### config.mk
export PLATFORM = sky130hd
export DESIGN_NAME = arb_req_agent_flat
export DESIGN_NICKNAME = d
export VERILOG_FILES = /design/src/rtl/arb_req_agent_if.sv /design/src/rtl/arb_req_agent.sv /design/src/flat_wrapper.sv
export SDC_FILE = /design/constraint.sdc
export NUM_CORES = 1
export LEC_CHECK = 0
export CELL_PAD_IN_SITES_DETAIL_PLACEMENT = 0
export CELL_PAD_IN_SITES_GLOBAL_PLACEMENT = 2
export CORE_MARGIN = 5
export CORE_UTILIZATION = 50
export CTS_CLUSTER_DIAMETER = 100
export CTS_CLUSTER_SIZE = 10
export DETAILED_ROUTE_END_ITERATION = 10
export PLACE_DENSITY_LB_ADDON = 0.05
export SLEW_MARGIN = 20
export SYNTH_ARGS = -nofsm -noshare
export SYNTH_HDL_FRONTEND = slang
export SYNTH_SLANG_ARGS = --single-unit
export TNS_END_PERCENT = 10
### constraint.sdc
create_clock -name clk -period 5.56 [get_ports clk]
set_clock_uncertainty 0.1 [all_clocks]
set_input_delay 0.556 -clock clk [delete_from_list [all_inputs] [get_ports clk]]
set_output_delay 0.556 -clock clk [all_outputs]
set_load 0.05 [all_outputs]
### src/rtl/arb_req_agent_if.sv
// arb_req_agent_if: local source, arbiter req/gnt and shared bus signals.
// master = agent side, slave = source/arbiter/bus side.
interface arb_req_agent_if #(
  parameter int DW = 32
);
  logic          in_valid;
  logic          in_ready;
  logic [DW-1:0] in_data;
  logic          in_last;
  logic          req;
  logic          gnt;
  logic          bus_valid;
  logic [DW-1:0] bus_data;
  logic          bus_last;
  logic          bus_ready;

  modport master (
    input  in_valid, in_data, in_last,
    input  gnt, bus_ready,
    output in_ready, req,
    output bus_valid, bus_data, bus_last
  );

  modport slave (
    output in_valid, in_data, in_last,
    output gnt, bus_ready,
    input  in_ready, req,
    input  bus_valid, bus_data, bus_last
  );
endinterface

### src/rtl/arb_req_agent.sv
// arb_req_agent: buffers packets in a FIFO, requests the arbiter once a
// whole packet is held, streams exactly one packet per grant.
// Ports: clk, rstn (async low), bif (in_*, req/gnt, bus_*),
//        busy, tmo_err (sticky REQ timeout), pkt_err (sticky oversize pkt).
module arb_req_agent #(
  parameter int DW      = 32,
  parameter int DEPTH   = 8,
  parameter int TIMEOUT = 255
) (
  input  logic            clk,
  input  logic            rstn,
  arb_req_agent_if.master bif,
  output logic            busy,
  output logic            tmo_err,
  output logic            pkt_err
);

  localparam int AW = $clog2(DEPTH);
  localparam int CW = $clog2(DEPTH + 1);
  localparam int WW = $clog2(TIMEOUT + 1);

  typedef enum logic [1:0] {
    IDLE,
    REQ,
    BACKOFF,
    XFER
  } state_t;

  state_t        state_q, state_d;
  logic [DW:0]   mem [DEPTH];
  logic [AW-1:0] wr_ptr, rd_ptr;
  logic [CW-1:0] count, pkt_cnt;
  logic [WW-1:0] wait_cnt, wait_d;
  logic          req_q, tmo_set;
  logic          full, empty;
  logic          push, pop;
  logic          head_last, bus_vld;

  assign full      = (count == CW'(DEPTH));
  assign empty     = (count == '0);
  assign push      = bif.in_valid && !full;
  assign head_last = mem[rd_ptr][DW];
  assign bus_vld   = (state_q == XFER) && !empty;
  assign pop       = bus_vld && bif.bus_ready;

  assign bif.in_ready  = !full;
  assign bif.req       = req_q;
  assign bif.bus_valid = bus_vld;
  assign bif.bus_data  = mem[rd_ptr][DW-1:0];
  assign bif.bus_last  = head_last;
  assign busy          = (state_q != IDLE);

  always_ff @(posedge clk) begin
    if (push) begin
      mem[wr_ptr] <= {bif.in_last, bif.in_data};
    end
  end

  always_ff @(posedge clk or negedge rstn) begin
    if (!rstn) begin
      wr_ptr  <= '0;
      rd_ptr  <= '0;
      count   <= '0;
      pkt_cnt <= '0;
    end else begin
      if (push) wr_ptr <= wr_ptr + AW'(1);
      if (pop)  rd_ptr <= rd_ptr + AW'(1);
      case ({push, pop})
        2'b10:   count <= count + CW'(1);
        2'b01:   count <= count - CW'(1);
        default: count <= count;
      endcase
      // count of complete packets sitting in the FIFO
      case ({push && bif.in_last, pop && head_last})
        2'b10:   pkt_cnt <= pkt_cnt + CW'(1);
        2'b01:   pkt_cnt <= pkt_cnt - CW'(1);
        default: pkt_cnt <= pkt_cnt;
      endcase
    end
  end

  always_comb begin
    state_d = state_q;
    wait_d  = wait_cnt;
    tmo_set = 1'b0;
    unique case (state_q)
      IDLE: begin
        if (pkt_cnt != '0) state_d = REQ;
      end
      REQ: begin
        if (bif.gnt) begin
          state_d = XFER;
          wait_d  = '0;
        end else if (wait_cnt == WW'(TIMEOUT - 1)) begin
          state_d = BACKOFF;
          wait_d  = '0;
          tmo_set = 1'b1;
        end else begin
          wait_d = wait_cnt + WW'(1);
        end
      end
      BACKOFF: begin
        state_d = REQ;
        wait_d  = '0;
      end
      XFER: begin
        if (pop && head_last) state_d = IDLE;
      end
      default: state_d = IDLE;
    endcase
  end

  always_ff @(posedge clk or negedge rstn) begin
    if (!rstn) begin
      state_q  <= IDLE;
      wait_cnt <= '0;
      req_q    <= 1'b0;
      tmo_err  <= 1'b0;
      pkt_err  <= 1'b0;
    end else begin
      state_q  <= state_d;
      wait_cnt <= wait_d;
      req_q    <= (state_d == REQ);
      tmo_err  <= tmo_err | tmo_set;
      // full with no packet boundary: the packet can never complete
      pkt_err  <= pkt_err | (full && (pkt_cnt == '0));
    end
  end

endmodule
### src/flat_wrapper.sv
// flat-port wrapper written by rule: the top's interface ports become plain ports
module arb_req_agent_flat 
#(
  parameter int DW      = 32,
  parameter int DEPTH   = 8,
  parameter int TIMEOUT = 255
)
  (clk, rstn, busy, tmo_err, pkt_err, bif_in_valid, bif_in_data, bif_in_last, bif_gnt, bif_bus_ready, bif_in_ready, bif_req, bif_bus_valid, bif_bus_data, bif_bus_last);
  arb_req_agent_if #(.DW(DW)) bif_i ();
  input  logic clk;
  input  logic rstn;
  output logic busy;
  output logic tmo_err;
  output logic pkt_err;
  input wire logic [$bits(bif_i.in_valid)-1:0] bif_in_valid;
  input wire logic [$bits(bif_i.in_data)-1:0] bif_in_data;
  input wire logic [$bits(bif_i.in_last)-1:0] bif_in_last;
  input wire logic [$bits(bif_i.gnt)-1:0] bif_gnt;
  input wire logic [$bits(bif_i.bus_ready)-1:0] bif_bus_ready;
  output wire logic [$bits(bif_i.in_ready)-1:0] bif_in_ready;
  output wire logic [$bits(bif_i.req)-1:0] bif_req;
  output wire logic [$bits(bif_i.bus_valid)-1:0] bif_bus_valid;
  output wire logic [$bits(bif_i.bus_data)-1:0] bif_bus_data;
  output wire logic [$bits(bif_i.bus_last)-1:0] bif_bus_last;
  assign bif_i.in_valid = bif_in_valid;
  assign bif_i.in_data = bif_in_data;
  assign bif_i.in_last = bif_in_last;
  assign bif_i.gnt = bif_gnt;
  assign bif_i.bus_ready = bif_bus_ready;
  assign bif_in_ready = bif_i.in_ready;
  assign bif_req = bif_i.req;
  assign bif_bus_valid = bif_i.bus_valid;
  assign bif_bus_data = bif_i.bus_data;
  assign bif_bus_last = bif_i.bus_last;
  arb_req_agent #(.DW(DW), .DEPTH(DEPTH), .TIMEOUT(TIMEOUT)) u_core (.clk(clk), .rstn(rstn), .bif(bif_i), .busy(busy), .tmo_err(tmo_err), .pkt_err(pkt_err));
endmodule
==> impl_results.html, run 1 <==
<table>
<tr><th>Metric</th><th>Value</th></tr>
<tr><th colspan="2">Status</th></tr>
<tr><td>Run status</td><td>complete, no violations</td></tr>
<tr><th colspan="2">Die</th></tr>
<tr><td>Number of core rows</td><td>55</td></tr>
<tr><td>Std-Cell Core Area</td><td>22780 sq um</td></tr>
<tr><td>Top-Level Pins</td><td>77</td></tr>
<tr><td>Die height</td><td>around 160 um</td></tr>
<tr><td>Die Wd</td><td>162.7 um</td></tr>
<tr><td>Area enclosed by the die boundary</td><td>26470 sq um</td></tr>
<tr><td>Effective utilization at floorplan</td><td>between 50% and 60%</td></tr>
<tr><th colspan="2">Timing</th></tr>
<tr><td>Slew at the pin with the worst max-slew slack</td><td>approximately 1.1 ns</td></tr>
<tr><td>Min setup slack post-route</td><td>approximately 1.4 ns</td></tr>
<tr><td>Fmax</td><td>around 240 MHz</td></tr>
<tr><td>Final hold violations</td><td>0</td></tr>
<tr><td>Unrepaired setup endpoints after global routing</td><td>no</td></tr>
<tr><td>Min cycle time layout</td><td>between 4 and 5 ns</td></tr>
<tr><td>Worst slew margin</td><td>26.42%</td></tr>
<tr><td>Fin crit share</td><td>around three quarters</td></tr>
<tr><td># setup viols final</td><td>0</td></tr>
<tr><td>Setup Total Neg Slack</td><td>0 ns</td></tr>
<tr><td>Max-slew violation count</td><td>0</td></tr>
<tr><th colspan="2">Cells and area</th></tr>
<tr><td>Number of nets in the layout</td><td>slightly above 700</td></tr>
<tr><td>Filler cell count</td><td>approximately 1600</td></tr>
<tr><td>Commonest non-fill, non-tap cell in the layout</td><td>sky130_fd_sc_hd__edfxtp_1</td></tr>
<tr><td>Count of antenna diodes in the layout</td><td>0</td></tr>
<tr><td>Sequential cell area</td><td>around 8600 sq um</td></tr>
<tr><td>Area taken by multi-input logic gates</td><td>just under 3000 sq um</td></tr>
<tr><td>Most frequent cells in the layout</td><td>264 x sky130_fd_sc_hd__edfxtp_1, 76 x sky130_fd_sc_hd__clkdlybuf4s50_1, 36 x sky130_fd_sc_hd__clkbuf_16, 33 x sky130_fd_sc_hd__mux4_2, 33 x sky130_fd_sc_hd__mux2_2</td></tr>
<tr><td>Share of cells above drive strength 1</td><td>20.12%</td></tr>
<tr><td>Layout Area Growth over Synthesis</td><td>18.31%</td></tr>
<tr><th colspan="2">Placement</th></tr>
<tr><td>Quantity of I/O buffers inserted on ports</td><td>76</td></tr>
<tr><td>Setup slack at placement</td><td>roughly 1.9 ns</td></tr>
<tr><td>Gp weighted congestion</td><td>between 0.7 and 0.8</td></tr>
<tr><td>Estimated wirelength of the detail-placed design</td><td>~12 mm</td></tr>
<tr><th colspan="2">Synth</th></tr>
<tr><td>Mean area per synthesized cell</td><td>around 21 sq um</td></tr>
<tr><td>Number of standard cells after synthesis</td><td>between 500 and 600</td></tr>
<tr><td>Ys async rst share</td><td>under 10%</td></tr>
<tr><td>Fraction of post-synthesis cell area in the top cell type by area</td><td>between 60 and 70%</td></tr>
<tr><td>Commonest register cell after synthesis</td><td>sky130_fd_sc_hd__edfxtp_1</td></tr>
<tr><td>Post-synthesis cell type count</td><td>43</td></tr>
<tr><td>Yosys warnings</td><td>0</td></tr>
<tr><td>Number of enable-type register cells in the synthesized netlist</td><td>264</td></tr>
<tr><td>Post-Syn Area</td><td>between 10000 and 15000 sq um</td></tr>
<tr><td>Flip-flop and latch count after synthesis</td><td>291</td></tr>
<tr><td>Sequential fraction of the synthesis area</td><td>between 70% and 80%</td></tr>
<tr><td>Top post-synthesis cells by area</td><td>sky130_fd_sc_hd__edfxtp_1 68%, sky130_fd_sc_hd__mux4_1 7.2%, sky130_fd_sc_hd__mux4_2 6.4%</td></tr>
<tr><td>Yosys top cell by area</td><td>sky130_fd_sc_hd__edfxtp_1</td></tr>
<tr><td>Mapped Nets</td><td>~600</td></tr>
<tr><th colspan="2">Clock tree</th></tr>
<tr><td>Count of instances resized after the clock tree is built</td><td>0</td></tr>
<tr><td>Number of buffers inserted by post-CTS setup repair</td><td>0</td></tr>
<tr><td>Clock input transition at the sequential cells of the worst setup and hold paths</td><td>about 0.060 ns</td></tr>
<tr><td>Clock latency on the worst-skew pair</td><td>~0.5 ns</td></tr>
<tr><td>Longest Clk Path Bufs</td><td>3</td></tr>
<tr><td>CTS tree</td><td>built</td></tr>
<tr><td>CTS H-Tree Depth</td><td>2</td></tr>
<tr><td>Clock buffers created by TritonCTS</td><td>35</td></tr>
<tr><td>Total of hold buffers inserted after clock tree synthesis</td><td>0</td></tr>
<tr><td>Root Buffer Master</td><td>sky130_fd_sc_hd__clkbuf_16</td></tr>
<tr><td>Count of clock tree sinks</td><td>roughly 290</td></tr>
<tr><th colspan="2">Worst setup path</th></tr>
<tr><td>Kind of cell adding the most delay to the critical path</td><td>buffers and inverters</td></tr>
<tr><td>Worst Setup Path Type</td><td>reg2out</td></tr>
<tr><td>Data required time of the critical path</td><td>between 4 and 5 ns</td></tr>
<tr><td>Cell type of the slowest stage on the worst timing path</td><td>sky130_fd_sc_hd__dfrtp_4</td></tr>
<tr><td>Critical path buffers and inverters</td><td>2</td></tr>
<tr><td>Launch point of the worst reg-to-reg path</td><td>u_core.rd_ptr[0]</td></tr>
<tr><td>Critical path launch point type</td><td>flip-flop</td></tr>
<tr><td>Critical Path, Cell by Cell</td><td>buf_4 &gt; mux4_1 &gt; mux2_2 &gt; clkdlybuf4s50_1</td></tr>
<tr><td>Kind of end point of the critical path</td><td>primary output</td></tr>
<tr><td>Largest driver fanout on the critical path</td><td>46</td></tr>
<tr><td>Reg2Reg Setup Slack</td><td>2.04 ns</td></tr>
<tr><td>End of the worst register-to-register path</td><td>u_core.pkt_cnt[2]</td></tr>
<tr><td>Worst EP arrival</td><td>between 3 and 4 ns</td></tr>
<tr><td>Depth of the worst register-to-register path</td><td>11</td></tr>
<tr><td>Largest stage delay on the critical path</td><td>around 0.97 ns</td></tr>
<tr><th colspan="2">Routing</th></tr>
<tr><td>ANT nets after route</td><td>0</td></tr>
<tr><td>Number of vias per cell</td><td>roughly 5.6</td></tr>
<tr><td>Via count</td><td>about 5500</td></tr>
<tr><td>Count of TritonRoute iterations in the first routing pass</td><td>4</td></tr>
<tr><td>Detailed Route Iter0 Violations</td><td>324</td></tr>
<tr><td>Mean routed wirelength per cell</td><td>around 22 um</td></tr>
<tr><td>DRC violation count after routing</td><td>0</td></tr>
<tr><td>Routed Wire Length</td><td>around 22 mm</td></tr>
<tr><th colspan="2">Pwr</th></tr>
<tr><td>Sequential share of power</td><td>approximately 40%</td></tr>
<tr><td>Fraction of power consumed by the clock network</td><td>approximately a quarter</td></tr>
<tr><td>Net switching power</td><td>between 2000 and 3000 uW</td></tr>
<tr><td>Switching part of the total power</td><td>about a third</td></tr>
<tr><td>Leak</td><td>0.004649 uW</td></tr>
<tr><td>Max IR drop VDD</td><td>roughly 350 uV</td></tr>
<tr><td>P_int</td><td>~5100 uW</td></tr>
<tr><td>Combinational fraction of design power</td><td>34.0%</td></tr>
<tr><td>Pwr/cell area</td><td>roughly 560 nW/um^2</td></tr>
<tr><th colspan="2">Global route</th></tr>
<tr><td>Gr usage total</td><td>between 15 and 20%</td></tr>
<tr><td>Number of antenna violations at the first check in global routing</td><td>0</td></tr>
<tr><td>Sum of overflow across all layers after global routing</td><td>0</td></tr>
<tr><td>Number of global-route vias before repair</td><td>5995</td></tr>
<tr><td>First-pass GRT wire length</td><td>34.22 mm</td></tr>
<tr><td>Largest net degree at the start of global routing</td><td>47</td></tr>
<tr><th colspan="2">Hold path</th></tr>
<tr><td>Min-delay worst type</td><td>in2async</td></tr>
<tr><th colspan="2">Flow run</th></tr>
<tr><td>Max-capacitance violation count</td><td>0</td></tr>
</table>
power groups by stage:
stage	logic, uW	clock network (uW)	registers, uW
after floorplan	2060	0	2930
after global placement	2630	0	3120
after detailed placement	2650	0	3140
after CTS	2660	2030	3090
after global routing	2760	2110	3130
final	2610	1970	3090
worst max path at each step:
stage	from	endpoint	cells past startpoint
final	u_core.rd_ptr[0]	bif_bus_data[0]	4
after global routing	u_core.rd_ptr[0]	bif_bus_data[2]	4
after CTS	u_core.rd_ptr[0]	bif_bus_data[0]	4
after detailed placement	u_core.rd_ptr[0]	bif_bus_data[0]	4
after global placement	u_core.rd_ptr[0]	bif_bus_data[0]	4
after floorplan	u_core.count[0]	u_core.mem[0][0]	5
stage by stage:
stage / utilization (%) / power, uW / cell area, sq um / hold WS, ns / instances
after global routing: 60.55 / 8008 / 13790 / 0.3589 / 984
after detailed placement: 56.26 / 5782 / 12810 / 0.3632 / 934
after global placement: 56.26 / 5743 / 12810 / 0.3639 / 934
after floorplan: - / 4990 / 11660 / 0.1604 / 550
after CTS: 60.54 / 7777 / 13790 / 0.3344 / 984
final: 60.55 / 7665 / 13790 / 0.3430 / 984
state kept, by name, summed over array words and instances (netlist names), 2 cells and up:
| signal | count |
|---|---|
| u_core.state_q | 2 |
| u_core.wr_ptr | 3 |
| u_core.pkt_cnt | 4 |
| u_core.wait_cnt | 8 |
| u_core.count | 4 |
| u_core.rd_ptr | 3 |
| u_core.mem | 264 |
routing by layer:
layer / vias up / share of wire [%] / GRT usage, % / routed length [um]
li1: 2473 / - / - / -
met5: - / 0 / 0 / 0
met4: 0 / 1.5 / 4.689 / 329
met2: 121 / 51 / 29.00 / 11330
met1: 2895 / 43 / 23.01 / 9408
met3: 24 / 4.3 / 2.809 / 958
cell type report:
cell class	instances	share of cell area, %
sequential	291	62.44
multi-input combinational	225	20.94
clock buffer	47	6.831
timing repair buffer	91	6.332
tap	313	2.839
inverter	14	0.3810
clock inverter	3	0.2449
logic make-up (layout without fill, tap and decap cells):
kind of cell               count (synthesis)  after routing  synth area share (%)
adders and majority gates                 16             16                 1.782
DFF                                      291            291                 73.79
buffers and inverters                     34            155                 1.910
AOI/OAI and AO/OA                         34             34                 1.964
xor gates and xnor gates                  12             12                0.9015
and+or+nand+nor                           58             58                 2.275
muxes                                    105            105                 17.38
synth_stat cells (6+ instances only):
cell type                  count
sky130_fd_sc_hd__dfrtp_1      27
sky130_fd_sc_hd__edfxtp_1    264
sky130_fd_sc_hd__ha_1         15
sky130_fd_sc_hd__inv_1        14
sky130_fd_sc_hd__mux2_2       33
sky130_fd_sc_hd__mux2i_1       7
sky130_fd_sc_hd__mux4_1       32
sky130_fd_sc_hd__mux4_2       33
sky130_fd_sc_hd__nand2_1      21
sky130_fd_sc_hd__nor2_1       14
sky130_fd_sc_hd__o21ai_0      10
sky130_fd_sc_hd__xnor2_1       6
sky130_fd_sc_hd__xor2_1        6
Power figures use the tool's default switching activity.
==> inputs of run 2 (changes only) <==
CORE_UTILIZATION = 46   (was 50)
clock period = 4.15 ns   (was 5.56 ns; I/O delays follow)
==> run 2 against run 1 <==
  * Die area rose by 8.1%
  * Flip-flop and latch count did not move
  * Routed wire length rose by 2.0%
  * Worst hold slack got worse by 0.034 ns
  * Critical endpoint is now bif_bus_data[17]
  * Largest cell class unchanged
==> impl_results.html, run 2 (synthesis gave the netlist of run 1 again) <==
<table>
<tr><th>Metric</th><th>Value</th></tr>
<tr><th colspan="2">Status</th></tr>
<tr><td>Run status</td><td>complete, no violations</td></tr>
<tr><th colspan="2">Routing</th></tr>
<tr><td>Routed Wire Length</td><td>~22 mm</td></tr>
<tr><td>Number of vias per cell</td><td>between 5 and 6</td></tr>
<tr><td>ANT nets after route</td><td>0</td></tr>
<tr><td>DRC violation count after routing</td><td>0</td></tr>
<tr><td>Mean routed wirelength per cell</td><td>~22 um</td></tr>
<tr><td>Detailed Route Iter0 Violations</td><td>about 340</td></tr>
<tr><td>Via count</td><td>~5500</td></tr>
<tr><td>Count of TritonRoute iterations in the first routing pass</td><td>4</td></tr>
<tr><th colspan="2">Timing</th></tr>
<tr><td>Min cycle time layout</td><td>between 3 and 4 ns</td></tr>
<tr><td># setup viols final</td><td>0</td></tr>
<tr><td>Worst slew margin</td><td>53.27%</td></tr>
<tr><td>Fmax</td><td>between 200 and 300 MHz</td></tr>
<tr><td>Setup Total Neg Slack</td><td>0 ns</td></tr>
<tr><td>Unrepaired setup endpoints after global routing</td><td>no</td></tr>
<tr><td>Fin crit share</td><td>just under 90%</td></tr>
<tr><td>Final hold violations</td><td>0</td></tr>
<tr><td>Max-slew violation count</td><td>0</td></tr>
<tr><td>Slew at the pin with the worst max-slew slack</td><td>0.6945 ns</td></tr>
<tr><th colspan="2">Die</th></tr>
<tr><td>Die Wd</td><td>roughly 170 um</td></tr>
<tr><td>Effective utilization at floorplan</td><td>a little under half</td></tr>
<tr><td>Die height</td><td>~170 um</td></tr>
<tr><td>Number of core rows</td><td>58</td></tr>
<tr><td>Top-Level Pins</td><td>just under 80</td></tr>
<tr><td>Std-Cell Core Area</td><td>25040 sq um</td></tr>
<tr><td>Area enclosed by the die boundary</td><td>approximately 29000 sq um</td></tr>
<tr><th colspan="2">Worst setup path</th></tr>
<tr><td>Kind of end point of the critical path</td><td>primary output</td></tr>
<tr><td>Critical path launch point type</td><td>flip-flop</td></tr>
<tr><td>End of the worst register-to-register path</td><td>u_core.pkt_cnt[2]</td></tr>
<tr><td>Launch point of the worst reg-to-reg path</td><td>u_core.rd_ptr[0]</td></tr>
<tr><td>Capture point of the worst path</td><td>bif_bus_data[17]</td></tr>
<tr><td>Largest driver fanout on the critical path</td><td>16</td></tr>
<tr><td>Crit path from</td><td>u_core.rd_ptr[0]</td></tr>
<tr><td>Worst Setup Path Type</td><td>reg2out</td></tr>
<tr><td>Depth of the worst register-to-register path</td><td>11</td></tr>
<tr><td>Reg2Reg Setup Slack</td><td>approximately 1.0 ns</td></tr>
<tr><td>Worst EP arrival</td><td>approximately 3.1 ns</td></tr>
<tr><td>Data required time of the critical path</td><td>around 3.6 ns</td></tr>
<tr><th colspan="2">Cells and area</th></tr>
<tr><td>Register name with the most flops</td><td>u_core.mem</td></tr>
<tr><td>Most frequent cells in the layout</td><td>264 x sky130_fd_sc_hd__edfxtp_1, 75 x sky130_fd_sc_hd__clkdlybuf4s50_1, 36 x sky130_fd_sc_hd__clkbuf_16, 33 x sky130_fd_sc_hd__mux4_2, 33 x sky130_fd_sc_hd__mux2_2</td></tr>
<tr><td>Share of cells above drive strength 1</td><td>a little over a fifth</td></tr>
<tr><td>Max reg flops</td><td>264</td></tr>
<tr><td>Commonest non-fill, non-tap cell in the layout</td><td>sky130_fd_sc_hd__edfxtp_1</td></tr>
<tr><td>Number of nets in the layout</td><td>719</td></tr>
<tr><td>Layout Area Growth over Synthesis</td><td>19.32%</td></tr>
<tr><td>Largest registers</td><td>u_core.mem (264), u_core.wait_cnt (8)</td></tr>
<tr><td>Filler cell count</td><td>1937</td></tr>
<tr><td>Non-filler cells in the finished layout</td><td>~1000</td></tr>
<tr><td>Count of antenna diodes in the layout</td><td>0</td></tr>
<tr><th colspan="2">Pwr</th></tr>
<tr><td>Leak</td><td>0.004697 uW</td></tr>
<tr><td>Pwr/cell area</td><td>roughly 740 nW/um^2</td></tr>
<tr><td>Switching part of the total power</td><td>between 30 and 40%</td></tr>
<tr><td>Net switching power</td><td>roughly 3500 uW</td></tr>
<tr><td>P_int</td><td>6828 uW</td></tr>
<tr><td>Max IR drop VDD</td><td>between 300 and 400 uV</td></tr>
<tr><td>Fraction of power consumed by the clock network</td><td>approximately 26%</td></tr>
<tr><td>Sequential share of power</td><td>between 30% and 40%</td></tr>
<tr><td>Combinational fraction of design power</td><td>35.6%</td></tr>
<tr><th colspan="2">Clock tree</th></tr>
<tr><td>Count of instances resized after the clock tree is built</td><td>0</td></tr>
<tr><td>Clock latency on the worst-skew pair</td><td>approximately 0.50 ns</td></tr>
<tr><td>Count of clock tree sinks</td><td>roughly 290</td></tr>
<tr><td>Clock buffers created by TritonCTS</td><td>35</td></tr>
<tr><td>Root Buffer Master</td><td>sky130_fd_sc_hd__clkbuf_16</td></tr>
<tr><td>CTS H-Tree Depth</td><td>2</td></tr>
<tr><td>Longest Clk Path Bufs</td><td>3</td></tr>
<tr><td>Total of hold buffers inserted after clock tree synthesis</td><td>0</td></tr>
<tr><td>Number of buffers inserted by post-CTS setup repair</td><td>0</td></tr>
<tr><td>Clock input transition at the sequential cells of the worst setup and hold paths</td><td>0.06 ns</td></tr>
<tr><td>CTS tree</td><td>built</td></tr>
<tr><th colspan="2">Global route</th></tr>
<tr><td>Number of antenna violations at the first check in global routing</td><td>0</td></tr>
<tr><td>Sum of overflow across all layers after global routing</td><td>0</td></tr>
<tr><td>Largest net degree at the start of global routing</td><td>43</td></tr>
<tr><td>First-pass GRT wire length</td><td>35.01 mm</td></tr>
<tr><td>Gr usage total</td><td>between 10% and 20%</td></tr>
<tr><td>Number of global-route vias before repair</td><td>approximately 6000</td></tr>
<tr><th colspan="2">Placement</th></tr>
<tr><td>Quantity of I/O buffers inserted on ports</td><td>between 70 and 80</td></tr>
<tr><td>Estimated wirelength of the detail-placed design</td><td>around 13 mm</td></tr>
<tr><td>Gp weighted congestion</td><td>roughly 0.71</td></tr>
<tr><td>Dpl cells</td><td>between 900 and 1000</td></tr>
<tr><th colspan="2">Hold path</th></tr>
<tr><td>Min-delay worst type</td><td>in2async</td></tr>
<tr><th colspan="2">Flow run</th></tr>
<tr><td>Max-capacitance violation count</td><td>0</td></tr>
</table>
[run 2: cell types whose count changed in the layout (fill, tap and decap cells not counted)]
cell	delta
sky130_fd_sc_hd__clkdlybuf4s50_1	-1
sky130_fd_sc_hd__dlygate4sd3_1	+1
sky130_fd_sc_hd__buf_2	+1
sky130_fd_sc_hd__buf_4	+2
sky130_fd_sc_hd__clkbuf_1	-1
sky130_fd_sc_hd__buf_12	+4
[run 2: cell type report]
class / count / area, sq um / share of cell area [%]
clock buffers: 46 / 938.4 / 6.746
clock inverters: 3 / 33.78 / 0.2429
inverters: 14 / 52.55 / 0.3778
multi-input cells: 225 / 2888 / 20.76
flip-flops and latches: 291 / 8612 / 61.91
well taps: 330 / 412.9 / 2.968
repair buffers: 98 / 973.4 / 6.998
[run 2: worst min path at each step]
stage	end	slack, ns	depth (start not counted)
CTS	u_core.wait_cnt[0]	0.38	1
detailed placement	u_core.tmo_err	0.36	1
floorplan	u_core.bif.req	0.02	0
global placement	u_core.tmo_err	0.36	1
finish	u_core.pkt_cnt[3]	0.31	2
global route	u_core.pkt_cnt[1]	0.35	2
[run 2: critical path, cell delays in order, from the launching register on]
cell                              delay (ns)
sky130_fd_sc_hd__dfrtp_4                0.61
sky130_fd_sc_hd__buf_4                  0.37
sky130_fd_sc_hd__mux4_1                 0.60
sky130_fd_sc_hd__mux2_2                 0.31
sky130_fd_sc_hd__clkdlybuf4s50_1        0.71
[run 2: power groups by stage]
| stage | clock [uW] | sequential (uW) | combinational (uW) |
|---|---|---|---|
| finish | 2640 | 4030 | 3680 |
| CTS | 2720 | 4040 | 3770 |
| global placement | 0 | 4070 | 3720 |
| global route | 2840 | 4080 | 3930 |
| detailed placement | 0 | 4100 | 3750 |
| floorplan | 0 | 3920 | 2760 |
[run 2: metrics by stage]
stage	power (uW)	setup slack (ns)	cell area, sq um	utilization, %	hold slack, ns
after detailed placement	7845	1.007	12930	51.66	0.3626
final	10340	0.5258	13910	55.56	0.3088
after CTS	10530	0.4832	13910	55.54	0.3758
after global routing	10850	0.4092	13910	55.56	0.3468
after floorplan	6686	0.01868	11660	-	0.01941
after global placement	7788	1.040	12930	51.66	0.3569
[run 2: per-layer routing]
metal | global-route usage [%] | vias to the layer above | share of wire [%]
li1 | - | 2492 | -
met1 | 21.20 | 2892 | 42
met2 | 27.75 | 122 | 51
met3 | 3.145 | 19 | 5.0
met4 | 3.815 | 0 | 1.4
met5 | 0 | - | 0
==> inputs of run 3 (changes only) <==
CELL_PAD_IN_SITES_DETAIL_PLACEMENT = 1   (was 0)
CELL_PAD_IN_SITES_GLOBAL_PLACEMENT = 1   (was 2)
CORE_UTILIZATION = 52   (was 46)
SLEW_MARGIN = default   (was 20)
==> run 3 against run 2 <==
  * Routed wire length increased by 4.2%
  * Combinational power rose by 1%
  * Clock power is essentially flat
  * Fmax up 0.14%
  * Critical path type unchanged
==> impl_results.html, run 3 (synthesis gave the netlist of run 1 again) <==
<table>
<tr><th>Metric</th><th>Value</th></tr>
<tr><th colspan="2">Status</th></tr>
<tr><td>Run status</td><td>complete, no violations</td></tr>
<tr><th colspan="2">Die</th></tr>
<tr><td>Std-Cell Core Area</td><td>21960 sq um</td></tr>
<tr><td>Die height</td><td>159.7 um</td></tr>
<tr><td>Area enclosed by the die boundary</td><td>roughly 26000 sq um</td></tr>
<tr><td>Effective utilization at floorplan</td><td>53.09%</td></tr>
<tr><td>Top-Level Pins</td><td>77</td></tr>
<tr><td>Number of core rows</td><td>54</td></tr>
<tr><td>Die Wd</td><td>~160 um</td></tr>
<tr><th colspan="2">Worst setup path</th></tr>
<tr><td>Largest driver fanout on the critical path</td><td>17</td></tr>
<tr><td>Total stage count of the critical path</td><td>4</td></tr>
<tr><td>Depth of the worst register-to-register path</td><td>11</td></tr>
<tr><td>Worst Setup Path Type</td><td>reg2out</td></tr>
<tr><td>Critical path launch point type</td><td>flip-flop</td></tr>
<tr><td>Crit path from</td><td>u_core.rd_ptr[0]</td></tr>
<tr><td>Critical Path, Cell by Cell</td><td>buf_4 &gt; mux4_1 &gt; mux2_2 &gt; clkdlybuf4s50_1</td></tr>
<tr><td>Kind of cell adding the most delay to the critical path</td><td>buffers and inverters</td></tr>
<tr><td>Capture point of the worst path</td><td>bif_bus_data[12]</td></tr>
<tr><td>Cell type of the slowest stage on the worst timing path</td><td>sky130_fd_sc_hd__clkdlybuf4s50_1</td></tr>
<tr><td>Launch point of the worst reg-to-reg path</td><td>u_core.rd_ptr[0]</td></tr>
<tr><td>Largest stage delay on the critical path</td><td>approximately 0.72 ns</td></tr>
<tr><td>Kind of end point of the critical path</td><td>primary output</td></tr>
<tr><td>Critical path buffers and inverters</td><td>2</td></tr>
<tr><td>Data required time of the critical path</td><td>3.63 ns</td></tr>
<tr><td>End of the worst register-to-register path</td><td>u_core.pkt_cnt[2]</td></tr>
<tr><td>Worst EP arrival</td><td>between 3 and 4 ns</td></tr>
<tr><td>Reg2Reg Setup Slack</td><td>1.02 ns</td></tr>
<tr><th colspan="2">Cells and area</th></tr>
<tr><td>Commonest non-fill, non-tap cell in the layout</td><td>sky130_fd_sc_hd__edfxtp_1</td></tr>
<tr><td>Register name with the most flops</td><td>u_core.mem</td></tr>
<tr><td>Max reg flops</td><td>roughly 260</td></tr>
<tr><td>Layout Area Growth over Synthesis</td><td>18.45%</td></tr>
<tr><td>Share of cells above drive strength 1</td><td>between 20 and 25%</td></tr>
<tr><td>Share of the core filled with cells</td><td>around 63%</td></tr>
<tr><td>Most frequent cells in the layout</td><td>264 x sky130_fd_sc_hd__edfxtp_1, 76 x sky130_fd_sc_hd__clkdlybuf4s50_1, 37 x sky130_fd_sc_hd__clkbuf_16, 33 x sky130_fd_sc_hd__mux4_2, 33 x sky130_fd_sc_hd__mux2_2</td></tr>
<tr><td>Number of nets in the layout</td><td>713</td></tr>
<tr><td>Largest registers</td><td>u_core.mem (264), u_core.wait_cnt (8)</td></tr>
<tr><td>Post-route cell area</td><td>about 14000 sq um</td></tr>
<tr><td>Count of antenna diodes in the layout</td><td>0</td></tr>
<tr><td>Filler cell count</td><td>between 1500 and 2000</td></tr>
<tr><th colspan="2">Timing</th></tr>
<tr><td>Min cycle time layout</td><td>3.619 ns</td></tr>
<tr><td>Final hold violations</td><td>0</td></tr>
<tr><td>Fmax</td><td>276.3 MHz</td></tr>
<tr><td>Max-slew violation count</td><td>0</td></tr>
<tr><td>Unrepaired setup endpoints after global routing</td><td>no</td></tr>
<tr><td>Setup Total Neg Slack</td><td>0 ns</td></tr>
<tr><td>Hold Worst Slack</td><td>0.2023 ns</td></tr>
<tr><td>Slew at the pin with the worst max-slew slack</td><td>0.6731 ns</td></tr>
<tr><td>Worst slew margin</td><td>~55%</td></tr>
<tr><td># setup viols final</td><td>0</td></tr>
<tr><td>Fin crit share</td><td>between 80% and 90%</td></tr>
<tr><th colspan="2">Pwr</th></tr>
<tr><td>Max IR drop VDD</td><td>roughly 390 uV</td></tr>
<tr><td>Leak</td><td>0.004668 uW</td></tr>
<tr><td>Pwr/cell area</td><td>750.5 nW/um^2</td></tr>
<tr><th colspan="2">Clock tree</th></tr>
<tr><td>Clock input transition at the sequential cells of the worst setup and hold paths</td><td>roughly 0.060 ns</td></tr>
<tr><td>Clock latency on the worst-skew pair</td><td>approximately 0.50 ns</td></tr>
<tr><td>Longest Clk Path Bufs</td><td>3</td></tr>
<tr><td>Total of hold buffers inserted after clock tree synthesis</td><td>0</td></tr>
<tr><td>CTS tree</td><td>built</td></tr>
<tr><td>Number of buffers inserted by post-CTS setup repair</td><td>0</td></tr>
<tr><td>Count of clock tree sinks</td><td>a little under 300</td></tr>
<tr><td>Count of instances resized after the clock tree is built</td><td>0</td></tr>
<tr><td>Clock buffers created by TritonCTS</td><td>35</td></tr>
<tr><td>Root Buffer Master</td><td>sky130_fd_sc_hd__clkbuf_16</td></tr>
<tr><td>CTS H-Tree Depth</td><td>2</td></tr>
<tr><th colspan="2">Global route</th></tr>
<tr><td>First-pass GRT wire length</td><td>between 30 and 40 mm</td></tr>
<tr><td>Sum of overflow across all layers after global routing</td><td>0</td></tr>
<tr><td>Gr usage total</td><td>between 10% and 20%</td></tr>
<tr><td>Largest net degree at the start of global routing</td><td>39</td></tr>
<tr><td>Number of global-route vias before repair</td><td>~6300</td></tr>
<tr><td>Number of antenna violations at the first check in global routing</td><td>0</td></tr>
<tr><th colspan="2">Routing</th></tr>
<tr><td>Routed Wire Length</td><td>23.42 mm</td></tr>
<tr><td>Count of TritonRoute iterations in the first routing pass</td><td>4</td></tr>
<tr><td>Number of vias per cell</td><td>between 5 and 6</td></tr>
<tr><td>DRC violation count after routing</td><td>0</td></tr>
<tr><td>Detailed Route Iter0 Violations</td><td>about 290</td></tr>
<tr><td>Via count</td><td>5579</td></tr>
<tr><td>ANT nets after route</td><td>0</td></tr>
<tr><td>Mean routed wirelength per cell</td><td>24.78 um</td></tr>
<tr><th colspan="2">Placement</th></tr>
<tr><td>Gp weighted congestion</td><td>0.7585</td></tr>
<tr><td>Quantity of I/O buffers inserted on ports</td><td>76</td></tr>
<tr><td>Estimated wirelength of the detail-placed design</td><td>13.88 mm</td></tr>
<tr><td>Cell area after placement</td><td>about 13000 sq um</td></tr>
<tr><th colspan="2">Hold path</th></tr>
<tr><td>Min-delay worst type</td><td>in2async</td></tr>
<tr><th colspan="2">Flow run</th></tr>
<tr><td>Max-capacitance violation count</td><td>0</td></tr>
</table>
run 3: worst reg2reg max path: stages, from the launching register on:
cell	delay (ns)
sky130_fd_sc_hd__dfrtp_4	0.62
sky130_fd_sc_hd__buf_12	0.33
sky130_fd_sc_hd__mux2i_1	0.16
sky130_fd_sc_hd__mux4_2	0.56
sky130_fd_sc_hd__nor2_1	0.17
sky130_fd_sc_hd__ha_1	0.27
sky130_fd_sc_hd__xor2_1	0.10
sky130_fd_sc_hd__ha_1	0.19
sky130_fd_sc_hd__a21oi_1	0.15
sky130_fd_sc_hd__xor2_1	0.16
sky130_fd_sc_hd__nor2_1	0.07
sky130_fd_sc_hd__xor2_1	0.14
run 3: power breakdown:
part	total (uW)	internal (uW)	switching (uW)
logic	3720	1560	2160
registers	4010	3700	313
clock network	2640	1580	1050
run 3: through the flow:
step	worst slack (ns)	cells	total power, uW
after global placement	1.039	902	7733
after detailed placement	1.002	902	7847
final	0.5309	945	10360
after CTS	0.4783	945	10520
after floorplan	0.01868	550	6686
after global routing	0.4091	945	10850
run 3: layout make-up:
| cell class | instances | area [sq um] | share of cell area, % |
|---|---|---|---|
| clock buffer | 42 | 944.7 | 6.841 |
| sequential | 291 | 8610 | 62.34 |
| multi-input combinational | 225 | 2888 | 20.91 |
| timing repair buffer | 92 | 955.9 | 6.922 |
| tap | 280 | 350.3 | 2.537 |
| clock inverter | 1 | 8.758 | 0.06342 |
| inverter | 14 | 52.55 | 0.3805 |
run 3: per-layer routing:
layer  track usage [%]  up-vias  part of all wire (%)
met1             25.14     2944                    42
met4             4.024        0                   1.1
met5                 0        -                     0
li1                  -     2466                     -
met3             3.505       24                   5.3
met2             31.79      145                    52
run 3: how the worst min path moves through the flow:
stage / from / end / slack (ns) / cells after the start
floorplan: rstn / u_core.bif.req / 0.02 / 0
global placement: u_core.pkt_cnt[3] / u_core.pkt_cnt[3] / 0.36 / 1
detailed placement: u_core.pkt_cnt[3] / u_core.pkt_cnt[3] / 0.37 / 1
CTS: rstn / u_core.state_q[0] / 0.20 / 1
global route: rstn / u_core.bif.req / 0.23 / 1
finish: rstn / u_core.bif.req / 0.20 / 1
==> RTL change 1, RTL diff (settings of run 1) <==
`TIMEOUT` is set to 255 in 2 places; all go to 510.
--- a/src/rtl/arb_req_agent.sv
+++ b/src/rtl/arb_req_agent.sv
@@ -7,3 +7,3 @@
   parameter int DEPTH   = 8,
-  parameter int TIMEOUT = 255
+  parameter int TIMEOUT = 510
 ) (
--- a/src/flat_wrapper.sv
+++ b/src/flat_wrapper.sv
@@ -5,3 +5,3 @@
   parameter int DEPTH   = 8,
-  parameter int TIMEOUT = 255
+  parameter int TIMEOUT = 510
 )
Behaviour: same outputs for any inputs over 4 cycles, from zero or initial values and one cycle with rstn low; that may be too few to reach the edited logic, so the function may still have changed.
==> RTL change 1 against run 1 <==
Power down 0.68%; routed wire length down 0.23%; largest cell class unchanged; critical path type unchanged; worst setup slack better by 0.0029 ns; via count down 0.40%; first-iteration DRC count down 7.1%; sequential cell count up 1; final area about the same; area after synthesis up 0.41%.
==> RTL change 1: results (changes against run 1) <==
vias in the first global route=5953 (was 5995); initial antenna violation count=1 (was 0); post-synthesis async set-or-reset flop share=9.59% (was 9.28%); slowest stage delay, CP=1.00 ns (was 0.97 ns); Area contributors post-synth=edfxtp_1 (68%), mux4_1 (7.0%), mux4_2 (6.5%) (was edfxtp_1 (68%), mux4_1 (7.2%), mux4_2 (6.4%)); CP Capture Point=bif_bus_data[11] (was bif_bus_data[0]); Reg2Reg Depth=10 (was 11); dpl ws=1.88 ns (was 1.90 ns); CP Max Fanout=47 (was 46); Worst Tran Pin Value=1.05 ns (was 1.10 ns); P_leak=4.66 nW (was 4.65 nW); Final WS setup=1.42 ns (was 1.41 ns); Non-Filler Instances=989 (was 984); # placed instances=941 (was 934); Largest regs=u_core.mem (264), u_core.wait_cnt (9) (was u_core.mem (264), u_core.wait_cnt (8)); adder-cell area share of the yosys netlist=1.77% (was 1.78%); outcome=completed (unchanged); R2R setup slack=2.22 ns (was 2.04 ns); initial DRC count=301 (was 324); Global Route Usage Sum=17.0% (about the same); final hold slack=0.356 ns (was 0.343 ns); Compound-Gate Fraction of Synth Area=1.86% (was 1.96%); nets=713 (was 712); Avg WL per Cell=22.2 microns (was 22.4 microns); placed inst area=0.0129 sq mm (was 0.0128 sq mm); ratio of cells with drive above 1 in the final layout=20.1% (about the same); H-Tree Depth=2 (unchanged); largest net degree at the start of global routing=48 (was 47); multiplexer share of the synthesized area=17.2% (was 17.4%); ANT cells=0 (unchanged); Post-Synth XOR/XNOR Area=1.12% (was 0.901%); clock root cell=clkbuf_16 (unchanged); sequential fraction of the synthesis area=73.7% (was 73.8%); worst min path class=in2async (unchanged); hpwl dp=12.5 mm (was 12.4 mm); Yosys cell types=44 (was 43); GPL Wtd Cong=0.717 (was 0.740); first-pass GRT wire length=33.9 mm (was 34.2 mm); maxcap violations=0 (unchanged); CTS Buffer Depth=3 (unchanged); commonest cells in the netlist=edfxtp_1 (264), mux4_2 (34), mux2_2 (33) (was edfxtp_1 (264), mux2_2 (33), mux4_2 (33)); vias post-DR=5491 (was 5513); IO Port Bufs=76 (unchanged); Post-synth EDFFs=264 (unchanged); post-synth net total=607 (was 604); number of gates resized after CTS=0 (unchanged); synthesized area per cell=21.2 sq um (about the same); peak supply drop=0.000324 V (was 0.000351 V)
==> RTL change 1: changes by cell type after synthesis, moves of 2 or more <==
cell / change
a21o_1: +2
a21oi_1: +3
a31oi_1: -2
nand3_1: -3
nand4_1: +2
o21ai_0: -3
o31ai_1: -3
xnor2_1: +2
==> RTL change 1: cell type report <==
| type | instances | area [sq um] |
|---|---|---|
| clock inverters | 2 | 17.5 |
| well taps | 319 | 399 |
| fillers | 1720 | 9460 |
| inverters | 14 | 52.6 |
| repair buffers | 89 | 871 |
| flip-flops and latches | 292 | 8630 |
| multi-input cells | 227 | 2910 |
| clock buffers | 46 | 917 |
==> RTL change 1: routing by layer <==
layer	GRT usage, %	vias to the layer above	routed length (microns)
met3	3.51	37	904
met2	28.5	112	10900
met5	0	-	12
met1	22.9	2868	9720
li1	-	2472	-
met4	4.88	2	429
==> RTL change 1: power breakdown <==
part           switching (mW)  leakage [nW]  internal, mW
combinational            1.48          1.46          1.13
clock                   0.772         0.453          1.14
sequential              0.312          2.75          2.77
==> RTL change 2, RTL diff (flow settings as in run 1) <==
Without the edit above. One comparison of `wait_cnt` changes from == to >=.
--- a/src/rtl/arb_req_agent.sv
+++ b/src/rtl/arb_req_agent.sv
@@ -93,3 +93,3 @@
           wait_d  = '0;
-        end else if (wait_cnt == WW'(TIMEOUT - 1)) begin
+        end else if (wait_cnt >= WW'(TIMEOUT - 1)) begin
           state_d = BACKOFF;
Behaviour: same outputs for any inputs over 4 cycles, from zero or initial values and one cycle with rstn low; that may be too few to reach the edited logic, so the function may still have changed.
==> RTL change 2 against run 1 <==
Cell count is 4.0% lower; non-clock buffer count shrank 5; worst setup slack improved by 0.24 ns; count of clock-buffer cells in the layout down 1; final area shrank 1.4%; routed wire length decreased by 1.9%; synthesized cell count decreased by 0.55%; power increased by 0.45%; utilization down 0.49 points; area after synthesis decreased by 1.3%; critical path depth is the same; sequential cell count unchanged; largest power group unchanged.
==> RTL change 2: results (changes against run 1) <==
clock latency at the later pin of the worst-skew pair=0.49 ns; Worst-path clk slew=0.05 ns; ratio of cells with drive above 1 in the final layout=25.2% (was 20.1%); placed inst area=0.0127 sq mm (was 0.0128 sq mm); Global Route Usage Sum=17.2% (was 17.0%); outcome=completed (unchanged); post-synthesis async set-or-reset flop share=9.28% (unchanged); worst min path class=in2async (unchanged); ANT cells=0 (unchanged); critical path data arrival time=3.25 ns (was 3.49 ns); Fillers=1625 (was 1640); headroom to the max-slew limit=27.5% (was 26.4%); largest net degree at the start of global routing=68 (was 47); Post-synth EDFFs=264 (unchanged); CP Max Fanout=48 (was 46); synthesized area per cell=21.0 sq um (was 21.2 sq um); met3 Track Usage GR=3.37% (was 2.81%); Num CTS Buffers=35 (unchanged); Largest regs=u_core.mem (264), u_core.wait_cnt (8) (unchanged); met1 GRT Util=23.3% (was 23.0%); Final WS setup=1.66 ns (was 1.41 ns); initial DRC count=300 (was 324); M2 GR Usage=29.3% (was 29.0%); DRT Wirelength=21.6 mm (was 22.0 mm); initial antenna violation count=0 (unchanged); H-Tree Depth=2 (unchanged); sequential fraction of the synthesis area=74.8% (was 73.8%); nets=703 (was 712); commonest cells in the netlist=edfxtp_1 (264), mux4_2 (65), mux2_2 (34) (was edfxtp_1 (264), mux2_2 (33), mux4_2 (33)); Top FF cell, synth=edfxtp_1 (unchanged); Yosys cell types=40 (was 43); Critical Path Start=u_core.rd_ptr[0]$_DFFE_PN0P_ (unchanged); peak supply drop=0.000358 V (was 0.000351 V); post-synth net total=601 (was 604); first-pass GRT wire length=34.3 mm (was 34.2 mm); GPL Wtd Cong=0.709 (was 0.740); Sw Pwr=2.62 mW (was 2.60 mW); vias in the first global route=5904 (was 5995); hpwl dp=12.2 mm (was 12.4 mm); Yosys warning count=0 (unchanged); Reg2Reg Depth=11 (unchanged); Area contributors post-synth=edfxtp_1 (69%), mux4_2 (13%), dfrtp_1 (5.9%) (was edfxtp_1 (68%), mux4_1 (7.2%), mux4_2 (6.4%)); IO Port Bufs=76 (unchanged); clock root cell=clkbuf_16 (unchanged); vias post-DR=5386 (was 5513); P_leak=4.57 nW (was 4.65 nW); drt pass-1 iters=4 (unchanged); # placed instances=897 (was 934); Non-Filler Instances=945 (was 984); R2R setup slack=2.16 ns (was 2.04 ns); dpl ws=2.10 ns (was 1.90 ns); Final Cell Area=0.0136 sq mm (was 0.0138 sq mm); final hold slack=0.350 ns (was 0.343 ns)
RTL change 2: cell types whose count changed in the layout (fill, tap and decap cells not counted), sizes merged, moves of 4 or more:
cell	change
buf	-5
a21o	+6
nor3b	+6
and3	+4
nand3	-4
nor2b	-4
RTL change 2: critical path, stage by stage, from the launching register on:
cell,delay (ns)
dfrtp_4,0.72
buf_12,0.40
mux4_2,0.56
mux2_2,0.32
clkdlybuf4s50_1,0.71
RTL change 2: cells by family (layout without fill, tap and decap cells):
family,Yosys count,after routing,share of synthesized area [%]
AOI/OAI and AO/OA,32,32,1.84
xor gates and xnor gates,12,12,0.914
adders and majority gates,16,16,1.81
buffers and inverters,32,145,1.28
DFF,291,291,74.8
muxes,105,105,16.6
and+or+nand+nor,59,59,2.78
RTL change 2: worst max path at each step:
stage	to	cells past startpoint
after global placement	bif_bus_data[0]	4
after detailed placement	u_core.pkt_cnt[2]$_DFFE_PN0P_	11
after global routing	bif_bus_data[0]	4
after floorplan	u_core.mem[0][0]$_DFFE_PP_	5
after CTS	bif_bus_last	5
final	bif_bus_data[0]	4
RTL change 2: power by group through the flow:
stage	combinational (mW)	sequential, mW	clock, mW
floorplan	2.09	2.93	0
global placement	2.73	3.13	0
detailed placement	2.74	3.15	0
CTS	2.76	3.11	1.97
global route	2.88	3.15	2.05
finish	2.70	3.09	1.91
RTL change 2: area by class of cell:
type | count | share of cell area, %
multi-input combinational | 224 | 20.6
timing repair buffer | 86 | 6.24
clock inverter | 2 | 0.129
inverter | 11 | 0.304
sequential | 291 | 63.3
clock buffer | 46 | 6.74
tap | 285 | 2.62
RTL change 2: layer usage:
| layer | wire length [microns] | vias up |
|---|---|---|
| met3 | 1050 | 25 |
| met4 | 276 | 0 |
| met2 | 11000 | 112 |
| li1 | - | 2428 |
| met5 | 0 | - |
| met1 | 9260 | 2821 |
